===== src/rtl/mul_hilo_pkg.sv =====
// Shared constants for the HI/LO multiply front-end.
// State encodings, default sizes and HI/LO select codes.
package mul_hilo_pkg;

  localparam int W_DEF       = 16;
  localparam int MAX_CYC_DEF = 64;

  localparam logic [1:0] S_IDLE  = 2'd0;
  localparam logic [1:0] S_START = 2'd1;
  localparam logic [1:0] S_WAIT  = 2'd2;
  localparam logic [1:0] S_CAPT  = 2'd3;

  localparam logic SEL_LO = 1'b0;
  localparam logic SEL_HI = 1'b1;

endpackage


===== src/rtl/mul_watchdog.sv =====
// Clearable up-counter; tc flags count == MAX_CYC-1.
// Ports: clk, rst (async high), en (count, else clear), tc.
module mul_watchdog
  import mul_hilo_pkg::*;
#(
  parameter int MAX_CYC = MAX_CYC_DEF
) (
  input  logic clk,
  input  logic rst,
  input  logic en,
  output logic tc
);

  localparam int CW = $clog2(MAX_CYC);

  logic [CW-1:0] cnt;

  assign tc = (cnt == CW'(MAX_CYC - 1));

  always_ff @(posedge clk or posedge rst) begin
    if (rst)
      cnt <= '0;
    else if (!en)
      cnt <= '0;
    else if (!tc)
      cnt <= cnt + 1'b1;
  end

endmodule


===== src/rtl/mul_hilo_ctrl.sv =====
// HI/LO front-end for a shift-add multiplier: MULT launch, MFHI/MFLO reads.
// Ports: mult_req/op_a/op_b/mult_ack, mf_req/mf_sel/rd_data/rd_valid, stall,
// busy, err, mul_st/mul_mndo/mul_mdor/mul_prod/mul_done.
// Option MUL_HILO_MT_EN adds mt_req/mt_sel/mt_data direct HI/LO writes.
module mul_hilo_ctrl
  import mul_hilo_pkg::*;
#(
  parameter int W       = W_DEF,
  parameter int MAX_CYC = MAX_CYC_DEF
) (
  input  logic         clk,
  input  logic         rst,
  input  logic         mult_req,
  input  logic [W-1:0] op_a,
  input  logic [W-1:0] op_b,
  output logic         mult_ack,
  input  logic         mf_req,
  input  logic         mf_sel,
  output logic [W-1:0] rd_data,
  output logic         rd_valid,
  output logic         stall,
  output logic         busy,
  output logic         err,
  output logic         mul_st,
  output logic [W-1:0] mul_mndo,
  output logic [W-1:0] mul_mdor,
  input  logic [2*W-1:0] mul_prod,
  input  logic         mul_done
`ifdef MUL_HILO_MT_EN
  ,
  input  logic         mt_req,
  input  logic         mt_sel,
  input  logic [W-1:0] mt_data
`endif
);

  logic [1:0]   state;
  logic [1:0]   state_n;
  logic [W-1:0] hi;
  logic [W-1:0] lo;
  logic         idle;
  logic         accept;
  logic         serve;
  logic         wd_tc;
  logic         abort;

  assign idle   = (state == S_IDLE);
  assign accept = idle & mult_req;
  // rd_valid gate: requester still holds mf_req in the cycle it sees rd_valid
  assign serve  = idle & mf_req & ~rd_valid;
  assign abort  = (state == S_WAIT) & ~mul_done & wd_tc;

  assign mult_ack = accept & ~rst;
  assign stall    = ~idle & mf_req & ~rd_valid;
  assign busy     = ~idle;
  assign mul_st   = (state == S_START);

  mul_watchdog #(
    .MAX_CYC(MAX_CYC)
  ) u_wd (
    .clk(clk),
    .rst(rst),
    .en (state == S_WAIT),
    .tc (wd_tc)
  );

  always_comb begin
    state_n = state;
    case (state)
      S_IDLE:  if (mult_req) state_n = S_START;
      S_START: state_n = S_WAIT;
      S_WAIT: begin
        if (mul_done)   state_n = S_CAPT;
        else if (wd_tc) state_n = S_IDLE;
      end
      S_CAPT:  state_n = S_IDLE;
      default: state_n = S_IDLE;
    endcase
  end

  always_ff @(posedge clk or posedge rst) begin
    if (rst) begin
      state    <= S_IDLE;
      mul_mndo <= '0;
      mul_mdor <= '0;
      err      <= 1'b0;
      rd_valid <= 1'b0;
      rd_data  <= '0;
    end else begin
      state    <= state_n;
      rd_valid <= serve;
      if (serve)
        rd_data <= (mf_sel == SEL_HI) ? hi : lo;
      if (accept) begin
        mul_mndo <= op_a;
        mul_mdor <= op_b;
        err      <= 1'b0;
      end else if (abort) begin
        err <= 1'b1;
      end
    end
  end

  always_ff @(posedge clk or posedge rst) begin
    if (rst) begin
      hi <= '0;
      lo <= '0;
    end else if (state == S_CAPT) begin
      {hi, lo} <= mul_prod;
`ifdef MUL_HILO_MT_EN
    end else if (idle & mt_req) begin
      if (mt_sel == SEL_HI) hi <= mt_data;
      else                  lo <= mt_data;
`endif
    end
  end

endmodule


===== config.mk =====
export PLATFORM = sky130hd
export DESIGN_NAME = mul_hilo_ctrl
export DESIGN_NICKNAME = d
export VERILOG_FILES = /design/src/rtl/mul_hilo_pkg.sv /design/src/rtl/mul_watchdog.sv /design/src/rtl/mul_hilo_ctrl.sv
export SDC_FILE = /design/constraint.sdc
export NUM_CORES = 1
export LEC_CHECK = 0
export ABC_CLOCK_PERIOD_IN_PS = 3000
export BUFFER_PORTS_ARGS = -buffer_cell sky130_fd_sc_hd__buf_2
export CORE_ASPECT_RATIO = 0.75
export CORE_MARGIN = 4
export CORE_UTILIZATION = 25
export CTS_CLUSTER_DIAMETER = 60
export DETAILED_ROUTE_END_ITERATION = 10
export GPL_TIMING_DRIVEN = 0
export MAX_ROUTING_LAYER = met4
export SETUP_SLACK_MARGIN = 0.3
export SLEW_MARGIN = 20
export SYNTH_ARGS = -nofsm -noshare
export SYNTH_HDL_FRONTEND = slang
export SYNTH_SLANG_ARGS = --single-unit

===== constraint.sdc =====
create_clock -name clk -period 3 [get_ports clk]
set_clock_uncertainty 0.05 [all_clocks]
set_input_delay 0.45 -clock clk [delete_from_list [all_inputs] [get_ports clk]]
set_output_delay 0.45 -clock clk [all_outputs]
set_load 0.005 [all_outputs]

; ---- After elaboration in Yosys (flattened, before gate mapping)
; Index checks and enable logic that the tools add are counted.
[word_totals]
regBits = 90
input_bits = 70
output_inout_bits = 54
word_cells = 41
[classes]
add_sub_neg = 1
eq_ne = 7
mux = 9
n_bitwise = 12
n_reduce_logical = 3
[ops]
columns = operator, count
row1 = two-way mux 16 bit, 1
row2 = two-way mux 6 bit, 2
row3 = AND 1 bit, 8
row4 = case mux 2 bit (4 select lines), 1
row5 = "adder 6 x 1 -> 6 bit, second input constant", 1
row6 = "== test 6 bit, second input constant", 1
row7 = two-way mux 2 bit, 3
row8 = "== test 2 bit, second input constant", 2
row9 = "inequality test 2 bit, second input constant", 2
row10 = NOT 1 bit, 4
row11 = "inequality test 3 bit, second input constant", 1
row12 = "== test 2 x 1 -> 1 bit, second input constant", 1
row13 = logical NOT 2 bit, 1
row14 = two-way mux 1 bit, 2
row15 = AND reduction 2 bit, 1
row16 = nonzero test 2 bit, 1

; ---- Logic depth before layout (Yosys ltp)
; Gate-level depths: netlist of run 1.
[depth]
word_depth = 5
depth_mapped = 5
ltp_nobuf = 4

; ---- Cells and area by module
; Synthesis of run 1 repeated with hierarchy kept, for this count alone.
[hier_totals]
cells_unflattened = 237
hier_area_um2 = 3731.1
[modules_own_cells]
columns = mod, instances, cells_each, area_per_inst_um2, seq_area_each_um2
row1 = mul_hilo_ctrl, 1, 207, 3420.8, 2102.0
row2 = mul_watchdog, 1, 30, 310.3, 150.1

; ---- Worst setup path before layout of run 1
; OpenSTA, ideal clock, no wires.
[synth_timing]
kind = input port to output port
startpoint = input port rst
endpoint = output port mult_ack
t_arrival_ns = 2.709
required_time_ns = 2.500
path_slack_ns = -0.209
cell_stages = 2
cell_sequence = inv_1 and3_1
[synth_between]
elab_chain_len = 2
[synth_rtl]
columns = element, line
row1 = from (decl), mul_hilo_ctrl.sv:12  ; input logic rst,
row2 = NOT 1 bit, mul_hilo_ctrl.sv:53  ; assign mult_ack = accept & ~rst;
row3 = AND 1 bit, mul_hilo_ctrl.sv:53
row4 = to (decl), mul_hilo_ctrl.sv:16  ; output logic mult_ack,
; No other way between the ends.

; ---- Worst setup path in the final report of run 1
; Same ends and word-level chain as after synthesis.

==> results of run 1 <==
[power groups by stage]
stage               clock network, mW  logic [mW]  registers [mW]
floorplan                           0        1.16            2.13
global placement                    0        1.80            2.12
detailed placement                  0        1.85            2.15
CTS                              1.24        1.86            2.14
global route                     1.29        1.99            2.21
finish                           1.19        1.81            2.13
[sequential cells by signal, summed over array words and instances, names as in the netlist]
signal	count
err	1
mul_mndo	16
lo	16
rd_valid	1
mul_mdor	16
u_wd.cnt	6
rd_data	16
state	2
hi	16
[cell families (layout without fill, tap and decap cells)]
logic type	after synthesis	after routing	synth area share
AND/OR/NAND/NOR	38	38	0.0558
XOR/XNOR	1	1	0.00235
AO/OA/AOI/OAI	28	28	0.0423
flip-flops	90	90	0.605
multiplexers	80	80	0.265
adder cells (fa/ha/maj)	1	1	0.00336
buffers and inverters	16	156	0.0269
[synth_stat cells, drive strengths merged (3+ instances only)]
cell   count
o21ai      3
mux2      64
nand2      3
inv        4
nor2      17
dfrtp     90
nand3      3
nor3       4
buf       12
nor3b      3
a21oi     18
mux2i     16
[final cells by class]
cell class	instances	area share
buffer	12	0.0172
inverter	4	0.00380
clock inverter	5	0.0160
sequential	90	0.456
multi-input combinational	148	0.278
clock buffer	11	0.0471
tap	200	0.0506
timing repair buffer	124	0.132
[worst min path at each step]
| stage | start | endpoint | slack, ns | cells after the start |
|---|---|---|---|---|
| global placement | hi[5] | hi[5] | 0.44 | 1 |
| detailed placement | mul_mndo[15] | mul_mndo[15] | 0.44 | 1 |
| CTS | rst | rd_data[3] | 0.14 | 2 |
| global route | rst | mul_mdor[14] | 0.16 | 2 |
| finish | rst | mul_mdor[14] | 0.14 | 2 |
| floorplan | lo[1] | lo[1] | 0.43 | 1 |
[layer usage]
metal | routed length (um) | global-route usage
met5 | 0 | -
met4 | 104 | 0.0402
met3 | 488 | 0.0346
met2 | 4280 | 0.179
met1 | 4160 | 0.141
[cells in the final DEF, fill, tap and decap left out, types with 2 or more instances in the layout]
cell type / synthesis / routed
a21oi_1: 18 / 18
a31oi_1: 2 / 2
buf_12: 0 / 2
buf_2: 8 / 130
buf_6: 4 / 4
bufinv_16: 0 / 2
clkbuf_1: 0 / 2
clkbuf_16: 0 / 9
clkinv_2: 0 / 2
dfrtp_1: 90 / 90
inv_1: 4 / 3
mux2_2: 36 / 36
mux2_4: 28 / 28
mux2i_1: 16 / 16
nand2_1: 3 / 3
nand3_1: 3 / 3
nor2_1: 16 / 16
nor2b_1: 2 / 2
nor3_1: 4 / 4
nor3b_1: 3 / 3
o21ai_0: 3 / 3
==> impl_results.rst, run 1 <==
.. list-table::
   :header-rows: 1

   * - Metric
     - Value
   * - Run status
     - completed
   * - Layout Cell Area excl Fill
     - 0.00494 mm^2
   * - Cell chain of the critical path
     - buf_2 -> clkinvlp_4 -> buf_12 -> and3_1 -> buf_2
   * - Number of vias after detailed routing
     - 2,479
   * - Net count after synthesis
     - 325
   * - Cell type contributing the most total cell area after synthesis
     - dfrtp_1
   * - TritonCTS clock tree
     - built
   * - Number of unique standard cell types used by synthesis
     - 30
   * - Share of cells above drive strength 1
     - 0.553
   * - Worst path most repeated cell
     - buf_2
   * - Number of buffer cells added on primary ports
     - 122
   * - Max Cap Violations
     - 0
   * - Final Non-Filler Cells
     - 594
   * - # setup viols final
     - 0
   * - Flop2flop setup slack
     - 1.38 ns
   * - Power spent charging and discharging nets
     - 1.53 mW
   * - Sum of negative setup slack
     - 0 ns
   * - Number of synthesized flops with an enable pin
     - 0
   * - Finished Core Util
     - 0.340
   * - Critical-path maximum fanout
     - 33
   * - Clk_lat worst skew
     - 0.34 ns
   * - Share of Yosys cell area claimed by the top area cell type
     - 0.605
   * - WL final
     - 9030 um
   * - Data arrival time of the worst path
     - 1.76 ns
   * - Die Ht
     - 114 um
   * - Worst R2R End
     - mul_mndo[5]
   * - Delay-heaviest family, CP
     - buffers and inverters
   * - Startpoint of the worst register-to-register path
     - state[0]
   * - TritonCTS Buffers
     - 9
   * - Initial antenna violation count
     - 0
   * - Row cnt
     - 38
   * - Number of search-and-repair iterations in the first detailed-routing pass
     - 4
   * - DP HPWL
     - 6730 um
   * - Number of buffers between clock root and the deepest sink
     - 2
   * - Number of cell instances on the worst register-to-register path
     - 5
   * - Power Total
     - 5.13 mW
   * - Global-route wire length before repair
     - 14,400 um
   * - Final weighted congestion in routability-driven placement
     - 0.728
   * - Fill cell total of the finished layout
     - 1,464
   * - Most area-consuming cells after synthesis
     - dfrtp_1, mux2_4, mux2_2
   * - Pin count of the biggest net entering global routing
     - 35
   * - Kind of critical path
     - input pin to output pin
   * - Sequential share of power
     - 0.415
   * - Number of antenna cells inserted
     - 0
   * - Register bit count reported by yosys
     - 90
   * - Fraction of synthesis flops using an asynchronous set or reset pin
     - 1.00
   * - Endpoint of the most critical setup path
     - mult_ack
   * - Fraction of power consumed by the clock network
     - 0.231
   * - P&R area growth vs syn
     - 32.7%
   * - Kind of end point of the critical path
     - output pin
   * - Predominant post-synthesis flop cell
     - dfrtp_1
   * - Cell at the root of the clock tree
     - clkbuf_16
   * - Via count of the first global-routing pass
     - 2,731
   * - Bufs and invs on worst path
     - 4
   * - CP Launch Type
     - input pin
   * - Sinks on the clock net
     - 90
   * - Headroom to the max-slew limit
     - 0.582
   * - Overall routing resource usage
     - 0.114
   * - Relative contribution of combinational cells to total power
     - 0.353
   * - Stages on the worst setup path
     - 5
   * - Number of nets at the end of the flow
     - 460
   * - Max Clock Freq
     - 0.442 GHz
   * - Number of standard cells after synthesis
     - 254
   * - Post-detailed-placement cell area
     - 0.00463 mm^2
   * - Cell with the largest stage delay on the worst path
     - clkinvlp_4
   * - Ports placed on the boundary
     - 124
   * - Number of pins with negative max-slew slack in the final report
     - 0
   * - Number of instances in the placed design
     - 578
   * - Footprint of the multi-input gates
     - 0.00137 mm^2
   * - Storage cell area
     - 0.00225 mm^2
   * - Placeable core area
     - 0.0145 mm^2
   * - Synthesized area per cell
     - 14.7 um^2
   * - Proportion of total power due to net switching
     - 0.298
   * - Pre-CTS WS
     - 0.680 ns
   * - Post-cts repair resize count
     - 0
   * - Power per Cell Area
     - 1040 mW/mm^2
   * - Peak supply drop
     - 0.000315 V
   * - Actual slew at the worst max-slew pin
     - 0.625 ns
   * - Total DRC errors in the routed layout
     - 0
   * - Hold_ws
     - 0.140 ns
   * - Clock transition at the register clock pins on the worst setup and hold paths after CTS
     - 0.06 ns
   * - Number of buffers inserted for hold repair after clock tree synthesis
     - 0
   * - Number of post-CTS setup repair buffers
     - 0
   * - Vias per std cell
     - 4.17
   * - Worst setup slack after layout
     - 0.737 ns
   * - RSZ-0062 raised after global routing
     - false
   * - Largest stage delay on the critical path
     - 0.51 ns
   * - Fin. Hold Viols
     - 0
   * - WP data required
     - 2.50 ns
   * - Initial Utilization
     - 0.256
   * - Minimum clock period after layout
     - 2.26 ns
   * - Die Outline Area
     - 0.0169 mm^2
   * - Warning count from the yosys run
     - 0
   * - Type of the worst min-delay path
     - input pin to asynchronous set/reset pin
   * - Horizontal die dimension
     - 149 um
   * - Per-cell routed wire length
     - 15.2 um
   * - Number of DRC violations after detailed-routing iteration 0
     - 115
   * - Share of synthesized area occupied by flip-flops and latches
     - 0.605
   * - Int Power
     - 3.60 mW
   * - Source of the critical timing path
     - rst
   * - H-tree lvl count
     - 3
   * - Cell area after technology mapping
     - 0.00372 mm^2
   * - Post-route ant nets
     - 0
   * - Total gr overflow
     - 0
   * - Final clock period utilization by the worst path
     - 0.754
   * - Leakage Power
     - 2.35 nW
(Power assumes the default switching activity.)
==> run 2: changes to the inputs <==
--- a/config.mk
+++ b/config.mk
@@ -5,7 +5,8 @@
 export SDC_FILE = /design/constraint.sdc
 export NUM_CORES = 1
 export LEC_CHECK = 0
-export ABC_CLOCK_PERIOD_IN_PS = 3000
+export ABC_AREA = 1
+export ABC_CLOCK_PERIOD_IN_PS = 1940
 export BUFFER_PORTS_ARGS = -buffer_cell sky130_fd_sc_hd__buf_2
 export CORE_ASPECT_RATIO = 0.75
 export CORE_MARGIN = 4
==> constraint.sdc (replaced) <==
create_clock -name clk -period 1.94 [get_ports clk]
set_clock_uncertainty 0.05 [all_clocks]
set_input_delay 0.291 -clock clk [delete_from_list [all_inputs] [get_ports clk]]
set_output_delay 0.291 -clock clk [all_outputs]
set_load 0.005 [all_outputs]
==> impl_results.rst, run 2 <==
.. list-table::
   :header-rows: 1

   * - Metric
     - Value
   * - Power per Cell Area
     - 1530 mW/mm^2
   * - Finished Core Util
     - 0.346
   * - Leakage Power
     - 2.71 nW
   * - Initial antenna violation count
     - 1
   * - Number of vias after detailed routing
     - 2,928
   * - Minimum clock period after layout
     - 1.75 ns
   * - Count leader, synth
     - nand2_1
   * - Number of search-and-repair iterations in the first detailed-routing pass
     - 4
   * - Post-route ant nets
     - 0
   * - WP data required
     - 1.60 ns
   * - Headroom to the max-slew limit
     - 0.597
   * - Net count after synthesis
     - 431
   * - Cell at the root of the clock tree
     - clkbuf_16
   * - Clock transition at the register clock pins on the worst setup and hold paths after CTS
     - 0.06 ns
   * - Hold_ws
     - 0.0994 ns
   * - P&R area growth vs syn
     - 33.7%
   * - Number of nets at the end of the flow
     - 577
   * - H-tree lvl count
     - 3
   * - CP Launch Type
     - flop
   * - Warning count from the yosys run
     - 0
   * - Clk_lat worst skew
     - 0.34 ns
   * - Cell area after technology mapping
     - 0.00380 mm^2
   * - Register bit count reported by yosys
     - 90
   * - Share of cells above drive strength 1
     - 0.425
   * - Total DRC errors in the routed layout
     - 0
   * - DP HPWL
     - 7270 um
   * - Global-route wire length before repair
     - 15,600 um
   * - Cell type contributing the most total cell area after synthesis
     - dfrtp_1
   * - Share of Yosys cell area claimed by the top area cell type
     - 0.592
   * - RSZ-0062 raised after global routing
     - true
   * - Number of synthesized flops with an enable pin
     - 0
   * - Fill cell total of the finished layout
     - 1,496
   * - Sinks on the clock net
     - 90
   * - Per-cell routed wire length
     - 13.6 um
   * - Actual slew at the worst max-slew pin
     - 0.603 ns
   * - Vias per std cell
     - 4.11
   * - Most area-consuming cells after synthesis
     - dfrtp_1, nand2_1, mux2_4
   * - Post-detailed-placement cell area
     - 0.00471 mm^2
   * - Fraction of synthesis flops using an asynchronous set or reset pin
     - 1.00
   * - Data arrival time of the worst path
     - 1.41 ns
   * - Type of the worst min-delay path
     - input pin to flop
   * - Max Clock Freq
     - 0.571 GHz
   * - Fraction of power consumed by the clock network
     - 0.211
   * - TritonCTS clock tree
     - built
   * - WL final
     - 9670 um
   * - Critical-path maximum fanout
     - 2
   * - Int Power
     - 5.24 mW
   * - Row cnt
     - 38
   * - Horizontal die dimension
     - 150 um
   * - Kind of end point of the critical path
     - output pin
   * - Synthesized area per cell
     - 10.6 um^2
   * - Most common library cells after synthesis
     - nand2_1, dfrtp_1, o21ai_0
   * - Peak supply drop
     - 0.000450 V
   * - Number of pins with negative max-slew slack in the final report
     - 0
   * - Pin count of the biggest net entering global routing
     - 34
   * - Initial Utilization
     - 0.259
   * - Placeable core area
     - 0.0147 mm^2
   * - Ports placed on the boundary
     - 124
   * - Max Cap Violations
     - 0
   * - Run status
     - completed
   * - Share of synthesized area occupied by flip-flops and latches
     - 0.592
   * - Number of buffers between clock root and the deepest sink
     - 2
   * - Fin. Hold Viols
     - 0
   * - Layout Cell Area excl Fill
     - 0.00508 mm^2
   * - Via count of the first global-routing pass
     - 3,018
   * - Worst path most repeated cell
     - nor2_4
   * - Largest stage delay on the critical path
     - 0.41 ns
   * - Final clock period utilization by the worst path
     - 0.902
   * - Proportion of total power due to net switching
     - 0.325
   * - Number of DRC violations after detailed-routing iteration 0
     - 145
   * - Most common library cell in the layout ignoring fill and taps
     - nand2_1
   * - Die Outline Area
     - 0.0173 mm^2
   * - Power spent charging and discharging nets
     - 2.52 mW
   * - Number of unique standard cell types used by synthesis
     - 23
   * - Number of standard cells after synthesis
     - 360
   * - Predominant post-synthesis flop cell
     - dfrtp_1
   * - Total gr overflow
     - 0
   * - Most used cells in the layout excluding fill and tap cells
     - nand2_1, buf_2, dfrtp_1
   * - Sequential share of power
     - 0.417
   * - Final weighted congestion in routability-driven placement
     - 0.774
   * - Die Ht
     - 115 um
   * - Number of buffer cells added on primary ports
     - 123
   * - Cell with the largest stage delay on the worst path
     - dfrtp_1
   * - Kind of critical path
     - flop to output pin
   * - Relative contribution of combinational cells to total power
     - 0.372
   * - TritonCTS Buffers
     - 9
   * - Cell chain of the critical path
     - nor2_4 -> inv_2 -> nor2_4 -> inv_4 -> buf_6 -> nor2_4 -> buf_2
   * - # setup viols final
     - 0
   * - Overall routing resource usage
     - 0.121
[run 2: cell count changes after synthesis, moves of 3 or more]
| cell | previous run | this run |
|---|---|---|
| a21oi_1 | 18 | 3 |
| buf_2 | 8 | 5 |
| inv_1 | 4 | 12 |
| mux2_2 | 36 | 2 |
| mux2i_1 | 16 | 0 |
| nand2_1 | 3 | 130 |
| nand3_1 | 3 | 7 |
| nor2_1 | 16 | 11 |
| nor3_1 | 4 | 1 |
| nor3b_1 | 3 | 0 |
| o21ai_0 | 3 | 34 |
| or2_2 | 0 | 16 |
[run 2: logic make-up after synthesis]
| kind of cell | Yosys count | share of synthesized area |
|---|---|---|
| AO/OA/AOI/OAI | 38 | 0.0507 |
| adder cells (fa/ha/maj) | 1 | 0.00329 |
| buffers and inverters | 29 | 0.0424 |
| flip-flops | 90 | 0.592 |
| multiplexers | 32 | 0.124 |
| AND/OR/NAND/NOR | 170 | 0.187 |
[run 2: area by class of cell]
| class | instances | area (um^2) | area share |
|---|---|---|---|
| multi-input cells | 241 | 1400 | 0.275 |
| clock buffers | 10 | 239 | 0.0470 |
| well taps | 200 | 250 | 0.0492 |
| clock inverters | 6 | 42.5 | 0.00837 |
| repair buffers | 135 | 733 | 0.144 |
| diodes | 1 | 2.50 | 0.000492 |
| plain buffers | 14 | 105 | 0.0207 |
| inverters | 15 | 62.6 | 0.0123 |
| flip-flops and latches | 90 | 2250 | 0.443 |
[run 2: per-layer routing]
metal,track usage,share of wire,vias to the layer above
li1,-,-,1452
met3,0.0327,0.048,9
met5,-,0,-
met4,0.0439,0.015,0
met1,0.155,0.47,1382
met2,0.184,0.47,85
[run 2: worst max-delay path: cells and delay by family (launching register included)]
family / cells / cell delay (ns)
and+or+nand+nor: 3 / 0.33
DFF: 1 / 0.41
buffers and inverters: 4 / 0.34
[run 2: timing repair]
action / CTS / global route
endpoints found under the setup margin: 1 / 1
hold endpoints to repair: 25 / 0
gates resized for setup: 1 / 2
hold buffers: 1 / 0
buffers inserted: 7 / 2
pin swaps: 2 / 2
[run 2: power groups by stage]
stage	logic, mW	clock network [mW]	registers, mW
after floorplan	1.74	0	3.22
after global placement	2.72	0	3.23
after detailed placement	2.79	0	3.28
after CTS	2.91	1.72	3.24
after global routing	3.25	1.79	3.34
final	2.89	1.64	3.23
[run 2: metrics by stage]
step	power, mW	worst slack (ns)	instances	setup TNS [ns]
6_report	7.76	0.189	712	0
4_1_cts	7.87	0.161	709	0
3_5_place_dp	6.07	0.324	685	0
3_3_place_gp	5.94	-0.0818	683	-6.86
2_1_floorplan	4.97	0.525	360	0
5_1_grt	8.38	0.117	712	0
[run 2: final timing paths]
check,from,end,slack [ns],cells after the start
worst max-delay path,state[0],mult_ack,0.19,7
worst min-delay path,op_a[8],mul_mndo[8],0.1,3
worst max register to register,state[1],hi[2],0.39,5
worst min register to register,mul_mndo[12],mul_mndo[12],0.42,2
max in group asynchronous,rst,rd_data[8],0.69,4
min in group asynchronous,rst,mul_mdor[4],0.58,3
==> run 3: changes to the inputs <==
--- a/config.mk
+++ b/config.mk
@@ -8,7 +8,7 @@
 export ABC_AREA = 1
 export ABC_CLOCK_PERIOD_IN_PS = 1940
 export BUFFER_PORTS_ARGS = -buffer_cell sky130_fd_sc_hd__buf_2
-export CORE_ASPECT_RATIO = 0.75
+export CORE_ASPECT_RATIO = 1.25
 export CORE_MARGIN = 4
 export CORE_UTILIZATION = 25
 export CTS_CLUSTER_DIAMETER = 60
==> impl_results.rst, run 3 (same netlist as run 2, synthesis figures left out) <==
.. list-table::
   :header-rows: 1

   * - Metric
     - Value
   * - Startpoint of the worst register-to-register path
     - state[1]
   * - Number of buffers between clock root and the deepest sink
     - 2
   * - Per-cell routed wire length
     - 13.8 um
   * - TritonCTS clock tree
     - built
   * - Total DRC errors in the routed layout
     - 0
   * - Headroom to the max-slew limit
     - 0.618
   * - Number of search-and-repair iterations in the first detailed-routing pass
     - 4
   * - Number of buffer cells added on primary ports
     - 123
   * - Post-detailed-placement cell area
     - 0.00469 mm^2
   * - Final weighted congestion in routability-driven placement
     - 0.761
   * - Leakage Power
     - 2.73 nW
   * - Number of pins with negative max-slew slack in the final report
     - 0
   * - Share of cells above drive strength 1
     - 0.427
   * - Number of antenna cells inserted
     - 0
   * - Layout Cell Area excl Fill
     - 0.00507 mm^2
   * - Row cnt
     - 50
   * - Worst setup slack after layout
     - 0.218 ns
   * - Critical-path maximum fanout
     - 2
   * - Stages on the worst setup path
     - 7
   * - WL final
     - 9540 um
   * - Source of the critical timing path
     - state[0]
   * - Cell at the root of the clock tree
     - clkbuf_16
   * - Actual slew at the worst max-slew pin
     - 0.572 ns
   * - Clock transition at the register clock pins on the worst setup and hold paths after CTS
     - 0.06 ns
   * - Sum of negative setup slack
     - 0 ns
   * - WP data required
     - 1.60 ns
   * - Post-route ant nets
     - 0
   * - Number of nets at the end of the flow
     - 578
   * - # setup viols final
     - 0
   * - Kind of critical path
     - flop to output pin
   * - Worst R2R End
     - hi[11]
   * - Final clock period utilization by the worst path
     - 0.888
   * - Power Total
     - 7.81 mW
   * - Pin count of the biggest net entering global routing
     - 36
   * - Vias per std cell
     - 4.33
   * - Run status
     - completed
   * - Worst path most repeated cell
     - nor2_4
   * - Placeable core area
     - 0.0150 mm^2
   * - Number of DRC violations after detailed-routing iteration 0
     - 80
   * - H-tree lvl count
     - 3
   * - Die Outline Area
     - 0.0173 mm^2
   * - Flop2flop setup slack
     - 0.49 ns
   * - DP HPWL
     - 7220 um
   * - Horizontal die dimension
     - 118 um
   * - Largest stage delay on the critical path
     - 0.40 ns
   * - Initial antenna violation count
     - 0
   * - Power per Cell Area
     - 1540 mW/mm^2
   * - Most used cells in the layout excluding fill and tap cells
     - nand2_1, buf_2, dfrtp_1
   * - Data arrival time of the worst path
     - 1.38 ns
   * - P&R area growth vs syn
     - 33.4%
   * - Cell with the largest stage delay on the worst path
     - dfrtp_1
   * - Peak supply drop
     - 0.000592 V
   * - Overall routing resource usage
     - 0.113
   * - Cell chain of the critical path
     - nor2_4 -> inv_2 -> nor2_4 -> inv_4 -> buf_6 -> nor2_2 -> buf_2
   * - Number of vias after detailed routing
     - 3,004
   * - Type of the worst min-delay path
     - input pin to flop
   * - Minimum clock period after layout
     - 1.72 ns
   * - Delay-heaviest family, CP
     - flip-flops
   * - Via count of the first global-routing pass
     - 3,103
   * - Max Clock Freq
     - 0.581 GHz
   * - Endpoint of the most critical setup path
     - mult_ack
   * - Fin. Hold Viols
     - 0
   * - Kind of end point of the critical path
     - output pin
   * - Total gr overflow
     - 0
   * - Die Ht
     - 146 um
   * - Global-route wire length before repair
     - 15,400 um
   * - Most common library cell in the layout ignoring fill and taps
     - nand2_1
   * - Ports placed on the boundary
     - 124
   * - Number of cell instances on the worst register-to-register path
     - 4
   * - CP Launch Type
     - flop
   * - Pre-CTS WS
     - 0.276 ns
   * - RSZ-0062 raised after global routing
     - true
   * - Bufs and invs on worst path
     - 4
   * - Sinks on the clock net
     - 90
   * - Finished Core Util
     - 0.339
   * - TritonCTS Buffers
     - 9
   * - Initial Utilization
     - 0.254
   * - Clk_lat worst skew
     - 0.34 ns
   * - Max Cap Violations
     - 0
-- run 3: worst min path at each step --
| stage | startpoint | endpoint | slack, ns | depth (start not counted) |
|---|---|---|---|---|
| after detailed placement | rst | mul_mdor[7] | 0.34 | 2 |
| after CTS | op_b[4] | mul_mdor[4] | 0.09 | 3 |
| after global routing | op_b[14] | mul_mdor[14] | 0.10 | 3 |
| after global placement | mul_mndo[0] | mul_mndo[0] | 0.40 | 2 |
| final | op_b[4] | mul_mdor[4] | 0.10 | 3 |
| after floorplan | op_b[10] | mul_mdor[10] | 0.36 | 2 |
-- run 3: where the power goes --
part / total (mW) / internal (mW) / leakage, nW / switching [mW]
combinational: 2.89 / 1.58 / 1.48 / 1.31
sequential: 3.23 / 2.76 / 1.10 / 0.474
clock: 1.68 / 0.997 / 0.147 / 0.686
total: 7.81 / 5.34 / 2.73 / 2.47
-- run 3: final cells by class --
cell class / instances / area (um^2)
buffer: 14 / 105
inverter: 15 / 62.6
fill: 1513 / 9880
timing repair buffer: 136 / 741
clock inverter: 2 / 10.0
tap: 182 / 228
multi-input combinational: 241 / 1390
clock buffer: 13 / 280
sequential: 90 / 2250
-- run 3: stage by stage --
stage / cells / hold slack (ns)
final: 693 / 0.104
after global routing: 693 / 0.101
after CTS: 689 / 0.0898
after detailed placement: 667 / 0.344
after global placement: 665 / 0.398
after floorplan: 360 / 0.358
-- run 3: per-layer routing --
metal,vias up,track usage,wire (um)
met5,-,-,0
met4,0,0.0452,163
met3,12,0.0299,629
met2,108,0.183,4540
met1,1441,0.135,4210
li1,1443,-,-
-- run 3: worst reg2reg max path: stages (launching register included) --
cell and delay (ns):
dfrtp_2 0.42, buf_4 0.15, nand2_2 0.18, buf_6 0.22, mux2_4 0.32
-- run 3: timing repair --
action                                  CTS  global route
hold endpoints to repair                 22             0
cloned                                    0             0
hold buffers                              1             0
resized for setup                         2             1
endpoints found under the setup margin    1             1
setup buffers                             6             4
pin swaps                                 2             2
